==> src/rtl/anillo_pkg.sv <==
// Shared widths, FSM state encoding and lane helper for the systolic ring sequencer.
package anillo_pkg;
  localparam int W      = 16;
  localparam int N_PE   = 4;
  localparam int ADDR_W = 8;
  localparam int IDX_W  = $clog2(N_PE);

  typedef enum logic [2:0] {IDLE, LOAD, STEP, DRAIN, COLLECT, OUT} state_t;

  typedef logic [N_PE*W-1:0] lanes_t;

  function automatic logic [W-1:0] lane(input lanes_t v, input int unsigned i);
    return v[i*W +: W];
  endfunction
endpackage

==> src/rtl/anillo_if.sv <==
// Host, matrix RAM, ring and result-stream signals of the ring sequencer.
interface anillo_if;
  import anillo_pkg::*;

  logic              start_valid;
  logic              start_ready;
  lanes_t            x_in;
  logic [ADDR_W-1:0] base_addr;
  logic              mem_rd_en;
  logic [ADDR_W-1:0] mem_addr;
  lanes_t            mem_rdata;
  logic              ring_rst;
  lanes_t            ring_x_init;
  lanes_t            ring_a;
  logic [W-1:0]      ring_y;
  logic              res_valid;
  logic              res_ready;
  logic [W-1:0]      res_data;
  logic              res_last;
  logic              busy;
  logic              done;

  modport slave (
    input  start_valid, x_in, base_addr, mem_rdata, ring_y, res_ready,
    output start_ready, mem_rd_en, mem_addr, ring_rst, ring_x_init, ring_a,
           res_valid, res_data, res_last, busy, done
  );

  modport master (
    output start_valid, x_in, base_addr, mem_rdata, ring_y, res_ready,
    input  start_ready, mem_rd_en, mem_addr, ring_rst, ring_x_init, ring_a,
           res_valid, res_data, res_last, busy, done
  );
endinterface

==> src/rtl/anillo_res_buf.sv <==
// Captures N_PE ring outputs in order and replays them on a valid/ready stream.
module anillo_res_buf import anillo_pkg::*; (
  input  logic         clk,
  input  logic         reset,
  input  logic         cap_en_i,
  input  logic [W-1:0] cap_data_i,
  output logic         cap_last_o,
  input  logic         out_en_i,
  input  logic         res_ready_i,
  output logic         res_valid_o,
  output logic [W-1:0] res_data_o,
  output logic         res_last_o,
  output logic         fire_last_o
);
  logic [W-1:0]     cap_q [N_PE];
  logic [IDX_W-1:0] wr_q, wr_d, rd_q, rd_d;
  logic             fire;

  always_comb begin
    cap_last_o  = (wr_q == IDX_W'(N_PE-1));
    res_valid_o = out_en_i;
    res_data_o  = out_en_i ? cap_q[rd_q] : '0;
    res_last_o  = out_en_i && (rd_q == IDX_W'(N_PE-1));
    fire        = out_en_i && res_ready_i;
    fire_last_o = fire && res_last_o;
    wr_d        = wr_q;
    rd_d        = rd_q;
    if (cap_en_i) wr_d = cap_last_o ? '0 : wr_q + IDX_W'(1);
    if (fire)     rd_d = res_last_o ? '0 : rd_q + IDX_W'(1);
  end

  always_ff @(posedge clk) begin
    if (reset) begin
      wr_q <= '0;
      rd_q <= '0;
      for (int i = 0; i < N_PE; i++) cap_q[i] <= '0;
    end else begin
      wr_q <= wr_d;
      rd_q <= rd_d;
      if (cap_en_i) cap_q[wr_q] <= cap_data_i;
    end
  end
endmodule

==> src/rtl/anillo_ctrl.sv <==
// Job sequencer for the 4-PE systolic ring: load x, stream matrix words, collect and return results.
module anillo_ctrl import anillo_pkg::*; #(
  parameter int N_STEPS   = 4,
  parameter int DRAIN_CYC = 1
) (
  input logic clk,
  input logic reset,
  anillo_if.slave bus
);
  localparam int CNT_W = 8;

  state_t            state_q, state_d;
  logic [CNT_W-1:0]  cnt_q, cnt_d;
  lanes_t            x_q, x_d;
  logic [ADDR_W-1:0] addr_q, addr_d;

  logic              start_ready_o, busy_o, ring_rst_o, mem_rd_en_o;
  logic [ADDR_W-1:0] mem_addr_o;
  lanes_t            ring_a_o;
  logic              cap_last, fire_last;

  always_comb begin
    state_d       = state_q;
    cnt_d         = cnt_q;
    x_d           = x_q;
    addr_d        = addr_q;
    start_ready_o = (state_q == IDLE);
    busy_o        = (state_q != IDLE);
    ring_rst_o    = reset || (state_q == LOAD);
    mem_rd_en_o   = 1'b0;
    mem_addr_o    = '0;
    ring_a_o      = '0;
    case (state_q)
      IDLE: if (bus.start_valid) begin
        x_d     = bus.x_in;
        addr_d  = bus.base_addr;
        state_d = LOAD;
      end
      LOAD: begin
        mem_rd_en_o = 1'b1;
        mem_addr_o  = addr_q;
        cnt_d       = '0;
        state_d     = STEP;
      end
      STEP: begin
        ring_a_o = bus.mem_rdata;
        if (cnt_q == CNT_W'(N_STEPS-1)) begin
          cnt_d   = '0;
          state_d = (DRAIN_CYC == 0) ? COLLECT : DRAIN;
        end else begin
          // Prefetch next word; address wraps modulo 2^ADDR_W.
          mem_rd_en_o = 1'b1;
          mem_addr_o  = addr_q + ADDR_W'(cnt_q) + ADDR_W'(1);
          cnt_d       = cnt_q + CNT_W'(1);
        end
      end
      DRAIN: if (cnt_q == CNT_W'(DRAIN_CYC-1)) begin
        cnt_d   = '0;
        state_d = COLLECT;
      end else begin
        cnt_d = cnt_q + CNT_W'(1);
      end
      COLLECT: if (cap_last) state_d = OUT;
      OUT:     if (fire_last) state_d = IDLE;
      default: state_d = IDLE;
    endcase
  end

  always_ff @(posedge clk) begin
    if (reset) begin
      state_q <= IDLE;
      cnt_q   <= '0;
      x_q     <= '0;
      addr_q  <= '0;
    end else begin
      state_q <= state_d;
      cnt_q   <= cnt_d;
      x_q     <= x_d;
      addr_q  <= addr_d;
    end
  end

  anillo_res_buf u_res_buf (
    .clk         (clk),
    .reset       (reset),
    .cap_en_i    (state_q == COLLECT),
    .cap_data_i  (bus.ring_y),
    .cap_last_o  (cap_last),
    .out_en_i    (state_q == OUT),
    .res_ready_i (bus.res_ready),
    .res_valid_o (bus.res_valid),
    .res_data_o  (bus.res_data),
    .res_last_o  (bus.res_last),
    .fire_last_o (fire_last)
  );

  assign bus.start_ready = start_ready_o;
  assign bus.busy        = busy_o;
  assign bus.ring_rst    = ring_rst_o;
  assign bus.mem_rd_en   = mem_rd_en_o;
  assign bus.mem_addr    = mem_addr_o;
  assign bus.ring_a      = ring_a_o;
  assign bus.ring_x_init = x_q;
  assign bus.done        = fire_last;
endmodule
==> src/flat_wrapper.sv <==
// flat-port wrapper written by rule: the top's interface ports become plain ports
module anillo_ctrl_flat import anillo_pkg::*;
#(
  parameter int N_STEPS   = 4,
  parameter int DRAIN_CYC = 1
)
  (clk, reset, bus_start_valid, bus_x_in, bus_base_addr, bus_mem_rdata, bus_ring_y, bus_res_ready, bus_start_ready, bus_mem_rd_en, bus_mem_addr, bus_ring_rst, bus_ring_x_init, bus_ring_a, bus_res_valid, bus_res_data, bus_res_last, bus_busy, bus_done);
  anillo_if bus_i ();
  input logic clk;
  input logic reset;
  input wire logic [$bits(bus_i.start_valid)-1:0] bus_start_valid;
  input wire logic [$bits(bus_i.x_in)-1:0] bus_x_in;
  input wire logic [$bits(bus_i.base_addr)-1:0] bus_base_addr;
  input wire logic [$bits(bus_i.mem_rdata)-1:0] bus_mem_rdata;
  input wire logic [$bits(bus_i.ring_y)-1:0] bus_ring_y;
  input wire logic [$bits(bus_i.res_ready)-1:0] bus_res_ready;
  output wire logic [$bits(bus_i.start_ready)-1:0] bus_start_ready;
  output wire logic [$bits(bus_i.mem_rd_en)-1:0] bus_mem_rd_en;
  output wire logic [$bits(bus_i.mem_addr)-1:0] bus_mem_addr;
  output wire logic [$bits(bus_i.ring_rst)-1:0] bus_ring_rst;
  output wire logic [$bits(bus_i.ring_x_init)-1:0] bus_ring_x_init;
  output wire logic [$bits(bus_i.ring_a)-1:0] bus_ring_a;
  output wire logic [$bits(bus_i.res_valid)-1:0] bus_res_valid;
  output wire logic [$bits(bus_i.res_data)-1:0] bus_res_data;
  output wire logic [$bits(bus_i.res_last)-1:0] bus_res_last;
  output wire logic [$bits(bus_i.busy)-1:0] bus_busy;
  output wire logic [$bits(bus_i.done)-1:0] bus_done;
  assign bus_i.start_valid = bus_start_valid;
  assign bus_i.x_in = bus_x_in;
  assign bus_i.base_addr = bus_base_addr;
  assign bus_i.mem_rdata = bus_mem_rdata;
  assign bus_i.ring_y = bus_ring_y;
  assign bus_i.res_ready = bus_res_ready;
  assign bus_start_ready = bus_i.start_ready;
  assign bus_mem_rd_en = bus_i.mem_rd_en;
  assign bus_mem_addr = bus_i.mem_addr;
  assign bus_ring_rst = bus_i.ring_rst;
  assign bus_ring_x_init = bus_i.ring_x_init;
  assign bus_ring_a = bus_i.ring_a;
  assign bus_res_valid = bus_i.res_valid;
  assign bus_res_data = bus_i.res_data;
  assign bus_res_last = bus_i.res_last;
  assign bus_busy = bus_i.busy;
  assign bus_done = bus_i.done;
  anillo_ctrl #(.N_STEPS(N_STEPS), .DRAIN_CYC(DRAIN_CYC)) u_core (.clk(clk), .reset(reset), .bus(bus_i));
endmodule
==> config.mk <==
export PLATFORM = sky130hd
export DESIGN_NAME = anillo_ctrl_flat
export DESIGN_NICKNAME = d
export VERILOG_FILES = /design/src/rtl/anillo_pkg.sv /design/src/rtl/anillo_if.sv /design/src/rtl/anillo_res_buf.sv /design/src/rtl/anillo_ctrl.sv /design/src/flat_wrapper.sv
export SDC_FILE = /design/constraint.sdc
export NUM_CORES = 1
export LEC_CHECK = 0
export CORE_UTILIZATION = 25
export CTS_CLUSTER_SIZE = 30
export DETAILED_ROUTE_END_ITERATION = 10
export HOLD_SLACK_MARGIN = 0.08
export PLACE_DENSITY_LB_ADDON = 0.08
export SYNTH_ARGS = -nofsm -noshare
export SYNTH_HDL_FRONTEND = slang
export SYNTH_SLANG_ARGS = --single-unit
==> constraint.sdc <==
create_clock -name clk -period 5.79 [get_ports clk]
set_input_delay 0.579 -clock clk [delete_from_list [all_inputs] [get_ports clk]]
set_output_delay 0.579 -clock clk [all_outputs]
set_load 0.01 [all_outputs]
==> impl_metrics.ini, run 1 <==
[status]
status = completed

[placement]
dpl.hpwl_um = 16800
gp_congestion = 0.804
port_buffers = 314
pre_cts_ws_ns = 2.73

[clocking]
cts_hold_buffers = 0
h-tree-depth = 4
cts_resized = 0
tritoncts = done
clock_latency_ns = 0.43
post_cts_buffers = 0
cts.sinks = 153
numCtsBuffers = 17
clk_pin_slew_ns = 0.06
cts-root-buf = clkbuf_16
cts_max_path_buffers = 2

[sta]
max_freq_mhz = 287
final.period_utilization_pct = 60.1
rsz0062_at_grt = no
final_hold_viol_count = 0
finClkSkew_ns = 0.0144
report.final.setup_viol = 0
tightest_slew_ns = 0.929
final.setup.worst_slack_ns = 2.31
final_max_slew_viol_count = 0
setup_tns_ns = 0
min_period_ns = 3.48
relSlewSlack_pct = 37.6

[min_path]
holdPathEnd = u_core.bus.ring_x_init[7]
whs_path_depth = 2
hp-start = u_core.bus.ring_x_init[7]
hp-class = register to register

[worst_setup_path]
worstPathMaxFanout = 4
startpoint_type = register
cp_slowest_stage_delay_ns = 0.57
crit_arrival_ns = 2.90
critical_path_buf_inv_count = 2
critPathKind = register to primary output
end_kind = primary output
slowest_stage = clkdlybuf4s50_1
r2r_end = u_core.addr_q[0]
cp_cell_sequence = inv_1 > ha_1 > fa_1 > nor2b_1 > nor3_1 > o21bai_1 > a21oi_1 > xor2_1 > o21ai_0 > clkdlybuf4s50_1
crit_start = u_core.cnt_q[0]
r2r_setup_slack_ns = 3.15
ff2ff_path_depth = 5
cp.required_ns = 5.21
path_depth = 10
cp_top_family = adder cells
r2r-start = u_core.state_q[0]

[finish]
final_common_cell = clkdlybuf4s50_1
nNetsFinal = 1191
multi_input_area_um2 = 3140
regArea_um2 = 3700
finalCoreUtilization_pct = 40.0
area_delta_synth_final_pct = 57.3
fillerInstances = 2800
diodes = 0
drive_above_1_share_pct = 7.73
layout_common_cells = clkdlybuf4s50_1, nand2_1, and2_1

[logic_synthesis]
synth-seq-cells = 153
avgSynthCellArea_um2 = 9.75
yosysWarnings = 0
ys_seq_area_share_pct = 52.3
synth_cell_type_count = 43
synth_area_um2 = 7090
syn_nets = 896
syn-instance-count = 727

[drt]
drt_pre_antenna_iters = 4
met1_length_um = 9470
vias = 6148
vias_per_cell = 4.35
wl_met3_um = 1240
wl_met2_um = 13300
totalWireLength_um = 24300
drtIter0Drc = 313
drt.antenna.violating_nets = 0
drc = 0
avgRoutedWirePerCell_um = 17.2
top_layer = met4

[pwr]
power_frac_seq_pct = 34.3
power.density_nw_per_um2 = 344
leakagePower_nw = 4.11
p_sw_share_pct = 33.1
power_frac_clock_pct = 28.7
internal_power_mw = 2.56
p_comb_share_pct = 37.0
p_switching_mw = 1.27
ir_drop_mv = 0.189

[global_routing]
grt_max_degree = 73
antenna_found_initial = 0
grt_pass1_wl_um = 35600
grt_pass1_vias = 6076
overflow = 0
track_usage_pct = 16.6

[die]
fp.dieW_um = 170
die-area_um2 = 29000
io_pins = 315
start_util_pct = 25.4
core-area_um2 = 27900
fp-row-count = 61
die_h_um = 170

[job]
max_cap_viol_count = 0
[synthesized netlist by cell type]
cell,instances,area share [%]
nor2_2,2,0.18
xor2_1,4,0.49
and2_2,1,0.11
nor2_1,14,0.74
nand2b_1,6,0.53
or2_2,6,0.53
or4_4,1,0.16
nor4_4,1,0.30
a41oi_1,1,0.12
o21bai_1,2,0.21
nand3_1,6,0.42
nor2b_1,3,0.26
mux2i_1,3,0.42
and3_1,20,1.8
nor3b_1,1,0.11
xnor2_1,1,0.12
clkbuf_8,2,0.39
buf_2,10,0.71
a221oi_2,1,0.21
mux4_2,16,5.1
nor3_1,12,0.85
buf_6,2,0.32
a311oi_1,4,0.49
dfxtp_1,89,25
a21oi_1,86,6.1
edfxtp_1,64,27
nor4_2,1,0.18
inv_1,7,0.37
a32oi_1,1,0.12
o311a_2,3,0.48
nor4b_2,1,0.21
nand2_1,163,8.6
fa_1,1,0.28
a22oi_1,1,0.11
a22o_1,2,0.25
and2_1,130,11
a2bb2oi_1,1,0.12
clkbuf_1,35,1.9
o211ai_1,1,0.11
o21ai_0,8,0.57
a21o_1,1,0.11
a41o_1,1,0.14
ha_1,12,2.1
[flip-flops by register name, summed over array words and instances, names as in the netlist, named ones only]
signal,count
u_core.u_res_buf.cap_q,64
u_core.state_q,3
u_core.addr_q,8
u_core.u_res_buf.rd_q,2
u_core.bus.ring_x_init,64
u_core.u_res_buf.wr_q,2
u_core.cnt_q,8
[stage by stage]
| stage | hold WS (ns) | total power [mW] | instance area (um2) | instances |
|---|---|---|---|---|
| 2_1_floorplan | 0.450 | 2.01 | 7090 | 727 |
| 3_3_place_gp | 0.441 | 2.78 | 10600 | 1381 |
| 3_5_place_dp | 0.446 | 2.78 | 10600 | 1381 |
| 4_1_cts | 0.455 | 3.89 | 11100 | 1413 |
| 5_1_grt | 0.472 | 4.05 | 11100 | 1413 |
| 6_report | 0.452 | 3.83 | 11100 | 1413 |
[cell families (layout without fill, tap and decap cells)]
group | after synthesis | after routing | synth area share, %
AOI/OAI and AO/OA | 113 | 113 | 9.11
buffers and inverters | 56 | 364 | 3.64
and+or+nand+nor | 368 | 368 | 26.5
adders and majority gates | 13 | 13 | 2.40
xor gates and xnor gates | 5 | 5 | 0.618
muxes | 19 | 19 | 5.51
DFF | 153 | 153 | 52.3
[power groups by stage]
stage	Clock, mW	Combinational [mW]	Sequential, mW
floorplan	0	0.643	1.37
global placement	0	1.45	1.33
CTS	1.13	1.45	1.32
finish	1.10	1.42	1.31
global route	1.18	1.54	1.33
detailed placement	0	1.44	1.34
[worst min-delay path: cells and delay by family (launching register included)]
kind	cells	cell delay [ns]
flip-flops	1	0.30
AO/OA/AOI/OAI	1	0.05
AND/OR/NAND/NOR	1	0.05
[area by class of cell]
class                   instances  share of cell area [%]
clock inverters                12                   0.999
clock buffers                  20                    4.19
inverters                       7                   0.236
well taps                     378                    4.24
multi-input cells             518                    28.2
flip-flops and latches        153                    33.2
repair buffers                325                    28.9
[worst max-delay path by stage]
stage	slack [ns]	end
detailed placement	2.73	bus_mem_addr[6]
finish	2.31	bus_mem_addr[6]
CTS	2.28	bus_mem_addr[6]
floorplan	3.31	bus_mem_addr[6]
global route	2.07	bus_mem_addr[6]
global placement	2.75	bus_mem_addr[6]
[routing by layer]
metal	vias to the layer above	track usage [%]
met3	17	3.95
li1	3058	-
met5	-	0
met1	2876	18.3
met2	197	31.1
met4	0	5.41
(Power assumes the default switching activity.)
==> inputs of run 2 (changes only) <==
clock period = 3.45 ns   (was 5.79 ns; I/O delays follow)
==> impl_metrics.ini, run 2 (synthesis gave the netlist of run 1 again) <==
[pwr]
power_frac_clock_pct = 29.2
p_switching_mw = 2.19
power.density_nw_per_um2 = 578
leakagePower_nw = 4.14
ir_drop_mv = 0.378
p_comb_share_pct = 36.8
power_frac_seq_pct = 34.1
p_sw_share_pct = 33.7
internal_power_mw = 4.29
power_mw = 6.48

[clocking]
cts-root-buf = clkbuf_16
clk_pin_slew_ns = 0.07
tritoncts = done
cts.sinks = 153
numCtsBuffers = 17
post_cts_buffers = 0
cts_max_path_buffers = 2
h-tree-depth = 4
cts_resized = 0
cts_hold_buffers = 0
clock_latency_ns = 0.43

[drt]
totalWireLength_um = 24300
vias_per_cell = 4.36
vias = 6194
drc = 0
drt_pre_antenna_iters = 5
drt.antenna.violating_nets = 0
avgRoutedWirePerCell_um = 17.1
drtIter0Drc = 363

[finish]
nNetsFinal = 1197
layout_common_cells = clkdlybuf4s50_1, nand2_1, and2_1
fin_area_um2 = 11200
finalCoreUtilization_pct = 40.3
area_delta_synth_final_pct = 58.3
final_common_cell = clkdlybuf4s50_1
drive_above_1_share_pct = 8.26
stdcell_count = 1420

[min_path]
hp-start = reset
holdPathEnd = u_core.u_res_buf.wr_q[0]
whs_path_depth = 2
hp-class = input port to register

[worst_setup_path]
cp_top_family = buffers and inverters
critPathKind = register to primary output
crit_arrival_ns = 2.89
cp_cell_sequence = inv_1 > ha_1 > fa_1 > nor2b_1 > nor3_1 > o21bai_1 > a21oi_1 > xor2_1 > o21ai_1 > clkdlybuf4s50_1
cp.required_ns = 3.11
startpoint_type = register
cp_slowest_stage_delay_ns = 0.56
slowest_stage = clkdlybuf4s50_1
path_depth = 10
r2r-start = u_core.state_q[0]
end_kind = primary output
r2r_setup_slack_ns = 1.27
worstPathMaxFanout = 4
critical_path_buf_inv_count = 2
r2r_end = u_core.u_res_buf.cap_q[2][11]
ff2ff_path_depth = 5

[placement]
dp_cells = 1387
gp_congestion = 0.797
pre_cts_ws_ns = 0.619
placed_cell_area_um2 = 10600
port_buffers = 314
dpl.hpwl_um = 16900

[sta]
final_hold_viol_count = 0
final_max_slew_viol_count = 0
finClkSkew_ns = 0.0129
setup_tns_ns = 0
final.setup.worst_slack_ns = 0.212
tightest_slew_ns = 0.852
report.final.setup_viol = 0
final.period_utilization_pct = 93.9
max_freq_mhz = 309
whs_ns = 0.416
min_period_ns = 3.24
rsz0062_at_grt = no
relSlewSlack_pct = 43.1

[die]
die-area_um2 = 29000
io_pins = 315
fp-row-count = 61
core-area_um2 = 27900
start_util_pct = 25.4
die_h_um = 170
fp.dieW_um = 170

[status]
status = completed

[global_routing]
grt_pass1_vias = 6059
overflow = 0
grt_max_degree = 73
antenna_found_initial = 1
grt_pass1_wl_um = 35100
track_usage_pct = 16.4

[job]
max_cap_viol_count = 0
## run 2: power by group through the flow
stage | clock network, mW | logic, mW | registers (mW)
finish | 1.89 | 2.38 | 2.21
global route | 2.02 | 2.61 | 2.23
CTS | 1.95 | 2.44 | 2.21
detailed placement | 0 | 2.42 | 2.25
global placement | 0 | 2.45 | 2.24
floorplan | 0 | 1.08 | 2.29
## run 2: per-layer routing
metal | GRT usage (%) | vias up | part of all wire (%)
li1 | - | 3079 | -
met1 | 18.6 | 2879 | 40
met2 | 29.6 | 215 | 53
met3 | 4.40 | 21 | 5.8
met4 | 5.56 | 0 | 1.6
met5 | 0 | - | 0
## run 2: cell type report
cell class	instances	area, um2
well taps	378	473
clock buffers	17	425
fillers	2763	16600
clock inverters	15	155
inverters	7	26.3
flip-flops and latches	153	3700
multi-input cells	518	3140
diodes	1	2.50
repair buffers	331	3290
## run 2: worst max path at each step
stage / to / start / slack [ns]
after floorplan: bus_mem_addr[6] / u_core.cnt_q[0] / 1.20
after global placement: bus_mem_addr[6] / u_core.cnt_q[0] / 0.63
after detailed placement: bus_mem_addr[6] / u_core.cnt_q[0] / 0.62
after CTS: bus_mem_addr[6] / u_core.cnt_q[0] / 0.14
after global routing: bus_mem_addr[6] / u_core.cnt_q[0] / 0.005
final: bus_mem_addr[6] / u_core.cnt_q[0] / 0.21
## run 2: worst reg2reg max path: cells and delay by family (launching register included)
family                 cells  cell delay, ns
buffers and inverters      1            0.25
DFF                        1            0.34
and+or+nand+nor            4            1.23
==> inputs of run 3 (changes only) <==
GPL_TIMING_DRIVEN = 0   (was not set)
==> impl_metrics.ini, run 3 (synthesis gave the netlist of run 1 again) <==
[die]
die-area_um2 = 29000
fp-row-count = 61
fp.dieW_um = 170
io_pins = 315
die_h_um = 170
start_util_pct = 25.4
core-area_um2 = 27900

[finish]
stdcell_count = 1455
drive_above_1_share_pct = 7.64
fin_area_um2 = 11300
final_common_cell = clkdlybuf4s50_1
nNetsFinal = 1229
layout_common_cells = clkdlybuf4s50_1, nand2_1, and2_1
area_delta_synth_final_pct = 59.4

[clocking]
post_cts_buffers = 0
cts-root-buf = clkbuf_16
cts_max_path_buffers = 2
numCtsBuffers = 17
clk_pin_slew_ns = 0.07
clock_latency_ns = 0.43
h-tree-depth = 4
cts.sinks = 153
tritoncts = done

[worst_setup_path]
crit_arrival_ns = 2.83
r2r-start = u_core.state_q[2]
slowest_stage = clkdlybuf4s50_1
r2r_end = u_core.u_res_buf.cap_q[2][5]
cp_top_family = buffers and inverters
r2r_setup_slack_ns = 0.81
critPathKind = register to primary output
ff2ff_path_depth = 4
startpoint_type = register
critical_path_buf_inv_count = 3
worstPathMaxFanout = 10
cp_cell_sequence = nand2b_1 > nor2_1 > clkbuf_2 > clkbuf_1 > and2_1 > clkdlybuf4s50_1
cp_slowest_stage_delay_ns = 0.56
end_kind = primary output
cp.required_ns = 3.11

[min_path]
whs_path_depth = 2
holdPathEnd = u_core.bus.ring_x_init[59]
hp-start = u_core.bus.ring_x_init[59]
hp-class = register to register

[sta]
rsz0062_at_grt = no
setup_tns_ns = 0
final_max_slew_viol_count = 0
final_hold_viol_count = 0
finClkSkew_ns = 0.0134
final.period_utilization_pct = 92.2
max_freq_mhz = 314
relSlewSlack_pct = 40.4
whs_ns = 0.452
min_period_ns = 3.18
report.final.setup_viol = 0
tightest_slew_ns = 0.888

[pwr]
power_mw = 6.50
leakagePower_nw = 4.19
ir_drop_mv = 0.306
power.density_nw_per_um2 = 576

[global_routing]
grt_pass1_vias = 6397
track_usage_pct = 17.0
grt_pass1_wl_um = 36500
antenna_found_initial = 4
overflow = 0
grt_max_degree = 17

[drt]
vias = 6372
drt.antenna.violating_nets = 0
drc = 0
avgRoutedWirePerCell_um = 17.0
drtIter0Drc = 233
totalWireLength_um = 24700
drt_pre_antenna_iters = 4
vias_per_cell = 4.38

[placement]
dp_cells = 1419
placed_cell_area_um2 = 10700
gp_congestion = 0.763
port_buffers = 313
dpl.hpwl_um = 18500

[job]
max_cap_viol_count = 0

[status]
status = completed
[run 3: cell types whose count changed in the layout (fill, tap and decap cells not counted), sizes merged]
cell,previous run,this run
clkdlybuf4s50,313,312
inv,17,15
dlymetal6s2s,0,1
clkinvlp,1,2
diode,1,4
clkbuf,17,56
clkinv,3,2
buf,18,13
[run 3: stage by stage]
stage | worst slack [ns] | util [%]
detailed placement | 0.369 | 38.4
CTS | 0.0261 | 40.5
floorplan | 1.20 | -
global route | 0.0622 | 40.5
finish | 0.270 | 40.5
global placement | 0.344 | 38.4
[run 3: worst max path at each step]
| stage | start | to | slack, ns | cells after the start |
|---|---|---|---|---|
| 2_1_floorplan | u_core.cnt_q[0] | bus_mem_addr[6] | 1.20 | 9 |
| 3_3_place_gp | u_core.state_q[1] | bus_ring_a[46] | 0.34 | 6 |
| 3_5_place_dp | u_core.state_q[1] | bus_ring_a[46] | 0.37 | 6 |
| 4_1_cts | u_core.cnt_q[0] | bus_mem_addr[6] | 0.03 | 10 |
| 5_1_grt | u_core.state_q[1] | bus_ring_a[46] | 0.06 | 6 |
| 6_report | u_core.state_q[1] | bus_ring_a[46] | 0.27 | 6 |
[run 3: where the power goes]
| part | switching, mW | internal (mW) |
|---|---|---|
| registers | 0.116 | 2.09 |
| logic | 1.25 | 1.20 |
| clock network | 0.804 | 1.04 |
[run 3: layout make-up]
class | instances | area, um2
Clock buffer | 19 | 453
Fill cell | 2747 | 16600
Antenna cell | 4 | 10.0
Tap cell | 378 | 473
Clock inverter | 13 | 115
Timing Repair Buffer | 314 | 3150
Buffer | 49 | 233
Inverter | 7 | 26.3
Multi-Input combinational cell | 518 | 3130
Sequential cell | 153 | 3700
[run 3: repair_timing]
item | in CTS | in global routing
gates resized for setup | 1 | 3
hold buffers | 0 | 0
setup endpoints to repair | 14 | 1
[run 3: tightest hold or removal path, cell delays in order (launching register included)]
cell	delay, ns
dfxtp_1	0.31
nand2_1	0.05
a21oi_1	0.05
[run 3: routing by layer]
metal  vias to the layer above  GRT usage [%]  share of wire (%)
li1                       3148              -                  -
met4                         0           6.74                2.6
met1                      2967           19.1                 39
met5                         -              0                  0
met2                       222           30.3                 52
met3                        35           4.79                6.2
